### src/rtl/display_pkg.sv
// display_pkg: shared constants and FSM state type for the display scheduler.
// Holds the default word width, timer defaults and the IDLE/CAPTURE/OFFER enum.
package display_pkg;

  localparam int W_DEF       = 10;
  localparam int DWELL_DEF   = 50_000_000;
  localparam int REFRESH_DEF = 5_000_000;
  localparam int DEB_DEF     = 500_000;

  typedef enum logic [1:0] {
    IDLE    = 2'd0,
    CAPTURE = 2'd1,
    OFFER   = 2'd2
  } state_t;

endpackage

### src/rtl/display_scheduler_debounce.sv
// debounce_pulse: 2-FF synchroniser, stability counter and rising-edge pulse.
// Ports: clk, reset (async high), btn_i (raw button), pulse_o (1-cycle press).
module debounce_pulse
  import display_pkg::*;
#(
  parameter int DEB_CYCLES = DEB_DEF
) (
  input  logic clk,
  input  logic reset,
  input  logic btn_i,
  output logic pulse_o
);

  localparam int CW = $clog2(DEB_CYCLES);

  logic          sync1_q;
  logic          sync2_q;
  logic          lvl_q;
  logic          pulse_q;
  logic [CW-1:0] cnt_q;
  logic          accept;

  // cnt_q counts prior differing samples; this one makes DEB_CYCLES
  assign accept = (sync2_q != lvl_q) &&
                  (cnt_q == CW'(DEB_CYCLES - 1));

  always_ff @(posedge clk or posedge reset) begin
    if (reset) begin
      sync1_q <= 1'b0;
      sync2_q <= 1'b0;
      lvl_q   <= 1'b0;
      pulse_q <= 1'b0;
      cnt_q   <= '0;
    end else begin
      sync1_q <= btn_i;
      sync2_q <= sync1_q;
      pulse_q <= accept && sync2_q;
      if (sync2_q == lvl_q) begin
        cnt_q <= '0;
      end else if (accept) begin
        cnt_q <= '0;
        lvl_q <= sync2_q;
      end else begin
        cnt_q <= cnt_q + 1'b1;
      end
    end
  end

  assign pulse_o = pulse_q;

endmodule

### src/rtl/display_scheduler.sv
// display_scheduler: alternates the frequency/current mux and offers snapshots.
// Ports: clk, reset, modo_auto, boton, frecuencia, corriente, dato_listo in;
//        selector, dato, dato_valido out (valid/ready toward BCD stage).
module display_scheduler
  import display_pkg::*;
#(
  parameter int W          = W_DEF,
  parameter int DWELL      = DWELL_DEF,
  parameter int REFRESH    = REFRESH_DEF,
  parameter int DEB_CYCLES = DEB_DEF
) (
  input  logic         clk,
  input  logic         reset,
  input  logic         modo_auto,
  input  logic         boton,
  input  logic [W-1:0] frecuencia,
  input  logic [W-1:0] corriente,
  output logic         selector,
  output logic [W-1:0] dato,
  output logic         dato_valido,
  input  logic         dato_listo
);

  localparam int DW = $clog2(DWELL);
  localparam int RW = $clog2(REFRESH);

  logic          btn_pulse;
  logic          modo_q;
  logic [DW-1:0] dwell_q;
  logic [DW-1:0] dwell_d;
  logic [RW-1:0] ref_q;
  logic [RW-1:0] ref_d;
  logic          pend_tog_q;
  logic          pend_tog_d;
  logic          pend_ref_q;
  logic          pend_ref_d;
  state_t        state_q;
  logic          sel_q;
  logic [W-1:0]  dato_q;
  logic          valid_q;

  logic mode_chg;
  logic dwell_tick;
  logic ref_tick;
  logic idle;
  logic start;
  logic tog_evt;

  debounce_pulse #(
    .DEB_CYCLES(DEB_CYCLES)
  ) u_deb (
    .clk    (clk),
    .reset  (reset),
    .btn_i  (boton),
    .pulse_o(btn_pulse)
  );

  assign mode_chg   = modo_auto ^ modo_q;
  assign dwell_tick = modo_auto && !mode_chg &&
                      (dwell_q == DW'(DWELL - 1));
  assign ref_tick   = (ref_q == RW'(REFRESH - 1));
  assign idle       = (state_q == IDLE);
  assign start      = idle && (pend_tog_q || pend_ref_q);
  // a button press and a dwell tick on the same edge are two events
  assign tog_evt    = btn_pulse ^ dwell_tick;

  always_comb begin
    dwell_d = dwell_q + 1'b1;
    if (!modo_auto || mode_chg || btn_pulse || dwell_tick)
      dwell_d = '0;
  end

  always_comb begin
    ref_d = ref_q + 1'b1;
    if (start || ref_tick)
      ref_d = '0;
  end

  // service clears first, then the new event flips the flag
  always_comb begin
    pend_tog_d = (pend_tog_q && !idle) ^ tog_evt;
    pend_ref_d = start ? 1'b0 : (pend_ref_q || ref_tick);
  end

  always_ff @(posedge clk or posedge reset) begin
    if (reset) begin
      modo_q     <= 1'b0;
      dwell_q    <= '0;
      ref_q      <= '0;
      pend_tog_q <= 1'b0;
      pend_ref_q <= 1'b1;
    end else begin
      modo_q     <= modo_auto;
      dwell_q    <= dwell_d;
      ref_q      <= ref_d;
      pend_tog_q <= pend_tog_d;
      pend_ref_q <= pend_ref_d;
    end
  end

  always_ff @(posedge clk or posedge reset) begin
    if (reset) begin
      state_q <= IDLE;
      sel_q   <= 1'b0;
      dato_q  <= '0;
      valid_q <= 1'b0;
    end else begin
      unique case (state_q)
        IDLE: begin
          if (pend_tog_q) begin
            sel_q   <= ~sel_q;
            state_q <= CAPTURE;
          end else if (pend_ref_q) begin
            state_q <= CAPTURE;
          end
        end
        CAPTURE: begin
          dato_q  <= sel_q ? frecuencia : corriente;
          valid_q <= 1'b1;
          state_q <= OFFER;
        end
        OFFER: begin
          if (dato_listo) begin
            valid_q <= 1'b0;
            state_q <= IDLE;
          end
        end
        default: state_q <= IDLE;
      endcase
    end
  end

  assign selector    = sel_q;
  assign dato        = dato_q;
  assign dato_valido = valid_q;

endmodule

### config.mk
export PLATFORM = sky130hd
export DESIGN_NAME = display_scheduler
export DESIGN_NICKNAME = d
export VERILOG_FILES = /design/src/rtl/display_pkg.sv /design/src/rtl/display_scheduler_debounce.sv /design/src/rtl/display_scheduler.sv
export SDC_FILE = /design/constraint.sdc
export NUM_CORES = 1
export LEC_CHECK = 0
export CORE_ASPECT_RATIO = 0.9
export CORE_MARGIN = 5
export CORE_UTILIZATION = 55
export CTS_CLUSTER_DIAMETER = 50
export DETAILED_ROUTE_END_ITERATION = 12
export PLACE_DENSITY = 0.76
export SLEW_MARGIN = 10
export SYNTH_ARGS = -nofsm -noshare
export SYNTH_HDL_FRONTEND = slang
export SYNTH_HIERARCHICAL = 1
export SYNTH_SLANG_ARGS = --single-unit
export TNS_END_PERCENT = 100
### constraint.sdc
create_clock -name clk -period 2.2 [get_ports clk]
set_input_delay 0.22 -clock clk [delete_from_list [all_inputs] [get_ports clk]]
set_output_delay 0.22 -clock clk [all_outputs]
set_load 0.005 [all_outputs]
==> out/summary.log <==
qor: worst_setup_path.required_time_of_the_critical_path 2430 ps
qor: global_routing.track_usage 19.24%
qor: floorplanning.floorplan.die.height 95.53 um
qor: clocking.cts-htree-levels 3
qor: finish.nets 512
qor: synth.synth_nets 471
qor: timing.final_max_slew_viol_count 0
qor: global_routing.grt-ovfl-total 0
qor: timing.fmax 475.8 MHz
qor: timing.grt_setup_unrepaired false
qor: pwr.p_total 3.409 mW
qor: run.drv.max_cap_violation_count 0
qor: pwr.leakage 2.086 nW
qor: clocking.post_cts_resized 0
qor: route.detailed_routing_iterations_pass_1 5
qor: finish.syn_to_final_growth 15.34%
qor: timing.final.setup_skew 10.11 ps
qor: floorplanning.fp.dieArea 0.01003 mm2
qor: finish.post_route_cells_drive_above_1_share 9.221%
qor: clocking.worst_setup_hold_path_clk_slew 90 ps
qor: placed_design.detailedPlace.worstSlack 180.6 ps
qor: timing.slew_headroom 60.27%
qor: floorplanning.floorplan.core_area 0.007990 mm2
qor: timing.post-route-min-period 2102 ps
qor: clocking.number_of_buffers_created_by_cts 9
qor: worst_setup_path.criticalPathCategory flop to flop
qor: placed_design.detailed_place_hpwl 6505 um
qor: pwr.worst_ir_drop_vdd 0.0005882 V
qor: route.final_antenna_violating_net_count 0
qor: worst_setup_path.worst_setup_path_start_kind flop
qor: global_routing.grt_pass1_vias 3418
qor: floorplanning.starting_density_of_the_core 55.95%
qor: finish.antenna_cells 0
qor: clocking.cts.root.buffer_cell sky130_fd_sc_hd__clkbuf_8
qor: worst_setup_path.arrival 2330 ps
qor: route.detail_route.vias_per_cell 5.985
qor: clocking.post_cts_buffers 0
qor: route.drt_wl_total 9152 um
qor: worst_hold_path.hp-class input pin to asynchronous set/reset pin
qor: run_status.status finished clean
qor: synth.yosys_warnings 6
qor: clocking.cts_hold_fix_bufs 0
qor: route.drt-wirelength-per-cell 15.59 um
qor: floorplanning.dieWidth 105.0 um
qor: finish.cell_count_final_fillers_out 587
qor: placed_design.place_congestion 0.8871
qor: worst_setup_path.r2r_cells 5
qor: synth.netlist_area 0.004471 mm2
qor: synth.synth_async_sr_flop_share 100.0%
qor: clocking.cts_tree yes
qor: clocking.cts.sink_count 89
qor: synth.netlist_instances 443
qor: floorplanning.ioPinCount 37
qor: synth.post_synth.cell_area_avg 10.09 um2
qor: timing.finalHoldViolCount 0
qor: global_routing.grt_start_max_net_pins 50
qor: route.vias 3513
qor: synth.synth-edff-count 0
qor: finish.fill_cells 645
qor: timing.setup_ws 98.44 ps
qor: synth.synth_cell_type_count 50
qor: timing.finalSetupViolations 0
qor: timing.worstMarginPinSlew 596.0 ps
qor: clocking.maximum_count_of_clock_buffers_along_a_single_path 2
qor: global_routing.global_route_wire_length_before_repair 15870 um
qor: floorplanning.num_rows 31
qor: synth.synth.ff_latch_count 89
qor: worst_setup_path.cp_max_fo 9
qor: placed_design.numPortBuffers 36
qor: global_routing.grt_antenna_before_repair 0
qor: pwr.power.density 661.1 mW/mm2
qor: clocking.clkLatencyLatePin 350 ps
qor: timing.finalSetupTns 0 ps
qor: synth.synth_sequential_area_ratio 49.85%
qor: synth.ys.flop_type sky130_fd_sc_hd__dfrtp_1
qor: worst_setup_path.critPathCaptureType flop
qor: timing.fin_crit_sh 95.53%
qor: route.dr.first_iter.drc_count 241
qor: placed_design.placed_cells 572
qor: route.drc_errors 0
## cells in the final DEF (no fill, tap or decap), types with 2 or more instances in the layout
master and instances:
sky130_fd_sc_hd__or4_1 10, sky130_fd_sc_hd__clkbuf_8 11, sky130_fd_sc_hd__nand2b_1 3, sky130_fd_sc_hd__o31ai_1 10, sky130_fd_sc_hd__nor2_1 38, sky130_fd_sc_hd__nor4b_1 4, sky130_fd_sc_hd__buf_4 12, sky130_fd_sc_hd__a211oi_2 4
sky130_fd_sc_hd__xnor2_1 21, sky130_fd_sc_hd__and3_1 4, sky130_fd_sc_hd__and4_1 11, sky130_fd_sc_hd__nor3b_1 2, sky130_fd_sc_hd__o21ai_0 24, sky130_fd_sc_hd__and2_1 3, sky130_fd_sc_hd__mux2i_1 10, sky130_fd_sc_hd__inv_1 8
sky130_fd_sc_hd__and4_2 2, sky130_fd_sc_hd__xor2_1 22, sky130_fd_sc_hd__clkdlybuf4s50_1 36, sky130_fd_sc_hd__ha_1 3, sky130_fd_sc_hd__nand3_1 21, sky130_fd_sc_hd__nor4_1 8, sky130_fd_sc_hd__nand2_1 35, sky130_fd_sc_hd__nor3_1 16
sky130_fd_sc_hd__a21oi_1 15, sky130_fd_sc_hd__a211oi_1 5, sky130_fd_sc_hd__clkinvlp_4 2, sky130_fd_sc_hd__nand4_1 22, sky130_fd_sc_hd__dfrtp_1 88, sky130_fd_sc_hd__or3_1 14
## power breakdown
| group | switching (mW) | leakage [nW] | internal (mW) |
|---|---|---|---|
| sequential | 0.120 | 1.19 | 1.76 |
| combinational | 0.232 | 0.814 | 0.274 |
| clock | 0.560 | 0.0874 | 0.466 |
| total | 0.912 | 2.09 | 2.50 |
## cell families after synthesis
family / synth area share [%]
simple gates: 25.75
flops: 49.85
compound gates: 9.712
xor+xnor: 8.424
buf+inv: 2.854
mux: 2.575
fa+ha+maj: 0.8397
## metrics by stage
stage | instance area, um2 | hold WS, ps | util (%)
CTS | 5156 | 137.8 | 64.53
floorplan | 4471 | 221.9 | -
detailed placement | 4976 | 336.3 | 62.28
global route | 5156 | 167.4 | 64.53
global placement | 4976 | 333.6 | 62.28
finish | 5156 | 150.3 | 64.53
## state kept, by name, summed over array words and instances (netlist names)
name / cells
state_q: 2
dato_valido: 1
u_deb/cnt_q: 19
pend_tog_q: 1
selector: 1
u_deb/lvl_q: 1
u_deb/sync1_q: 1
dwell_q: 26
u_deb/pulse_o: 1
pend_ref_q: 1
modo_q: 1
dato: 10
u_deb/sync2_q: 1
ref_q: 23
## layer usage
metal	track usage (%)	vias up	wire [um]
met5	0	-	0
met2	32.29	126	4477
met4	6.283	0	112
met1	24.52	1675	4053
met3	5.010	10	508
li1	-	1702	-
## worst max-delay path: stages, from the launching register on
cell and delay, ps:
sky130_fd_sc_hd__dfrtp_1 440, sky130_fd_sc_hd__or4b_1 530, sky130_fd_sc_hd__nor4_1 370, sky130_fd_sc_hd__a41o_1 370, sky130_fd_sc_hd__buf_4 220, sky130_fd_sc_hd__a21oi_1 50
## final timing paths
| path | startpoint | to | slack [ps] |
|---|---|---|---|
| setup / recovery | ref_q[16] | ref_q[19] | 100 |
| hold / removal | reset | u_deb/pulse_o | 150 |
| setup reg to reg | ref_q[16] | ref_q[19] | 100 |
| hold reg to reg | u_deb/sync1_q | u_deb/sync2_q | 350 |
| max in group asynchronous | reset | pend_ref_q | 1380 |
| min in group clk | boton | u_deb/sync1_q | 310 |
## synthesized netlist by cell type, types with 2 or more instances
cell type / instances / area, um2
sky130_fd_sc_hd__dfrtp_1: 88 / 2202
sky130_fd_sc_hd__nor2_1: 38 / 142.6
sky130_fd_sc_hd__nand2_1: 35 / 131.4
sky130_fd_sc_hd__o21ai_0: 24 / 120.1
sky130_fd_sc_hd__nand4_1: 22 / 137.6
sky130_fd_sc_hd__xor2_1: 22 / 192.7
sky130_fd_sc_hd__nand3_1: 21 / 105.1
sky130_fd_sc_hd__xnor2_1: 21 / 183.9
sky130_fd_sc_hd__nor3_1: 17 / 85.08
sky130_fd_sc_hd__a21oi_1: 15 / 75.07
sky130_fd_sc_hd__or3_1: 14 / 87.58
sky130_fd_sc_hd__and4_1: 11 / 96.34
sky130_fd_sc_hd__mux2i_1: 10 / 100.1
sky130_fd_sc_hd__o31ai_1: 10 / 75.07
sky130_fd_sc_hd__or4_1: 10 / 75.07
sky130_fd_sc_hd__clkbuf_1: 9 / 33.78
sky130_fd_sc_hd__inv_1: 9 / 33.78
sky130_fd_sc_hd__nor4_1: 8 / 50.05
sky130_fd_sc_hd__buf_2: 6 / 30.03
sky130_fd_sc_hd__a211oi_1: 5 / 37.54
sky130_fd_sc_hd__a211oi_2: 4 / 50.05
sky130_fd_sc_hd__and3_1: 4 / 25.02
sky130_fd_sc_hd__nor4b_1: 4 / 35.03
sky130_fd_sc_hd__and2_1: 3 / 18.77
sky130_fd_sc_hd__ha_1: 3 / 37.54
sky130_fd_sc_hd__nand2b_1: 3 / 18.77
sky130_fd_sc_hd__and4_2: 2 / 20.02
sky130_fd_sc_hd__buf_4: 2 / 15.01
sky130_fd_sc_hd__nor3b_1: 2 / 15.01
## layout make-up
type                    count  area [um2]  area share [%]
flip-flops and latches     89        2228           43.22
multi-input cells         326        2120           41.11
repair buffers             49       470.5           9.124
clock buffers              11       151.4           2.936
well taps                  99       123.9           2.402
inverters                   9       33.78          0.6552
clock inverters             4       28.78          0.5581
No activity file was read; power rests on OpenSTA's default activity.
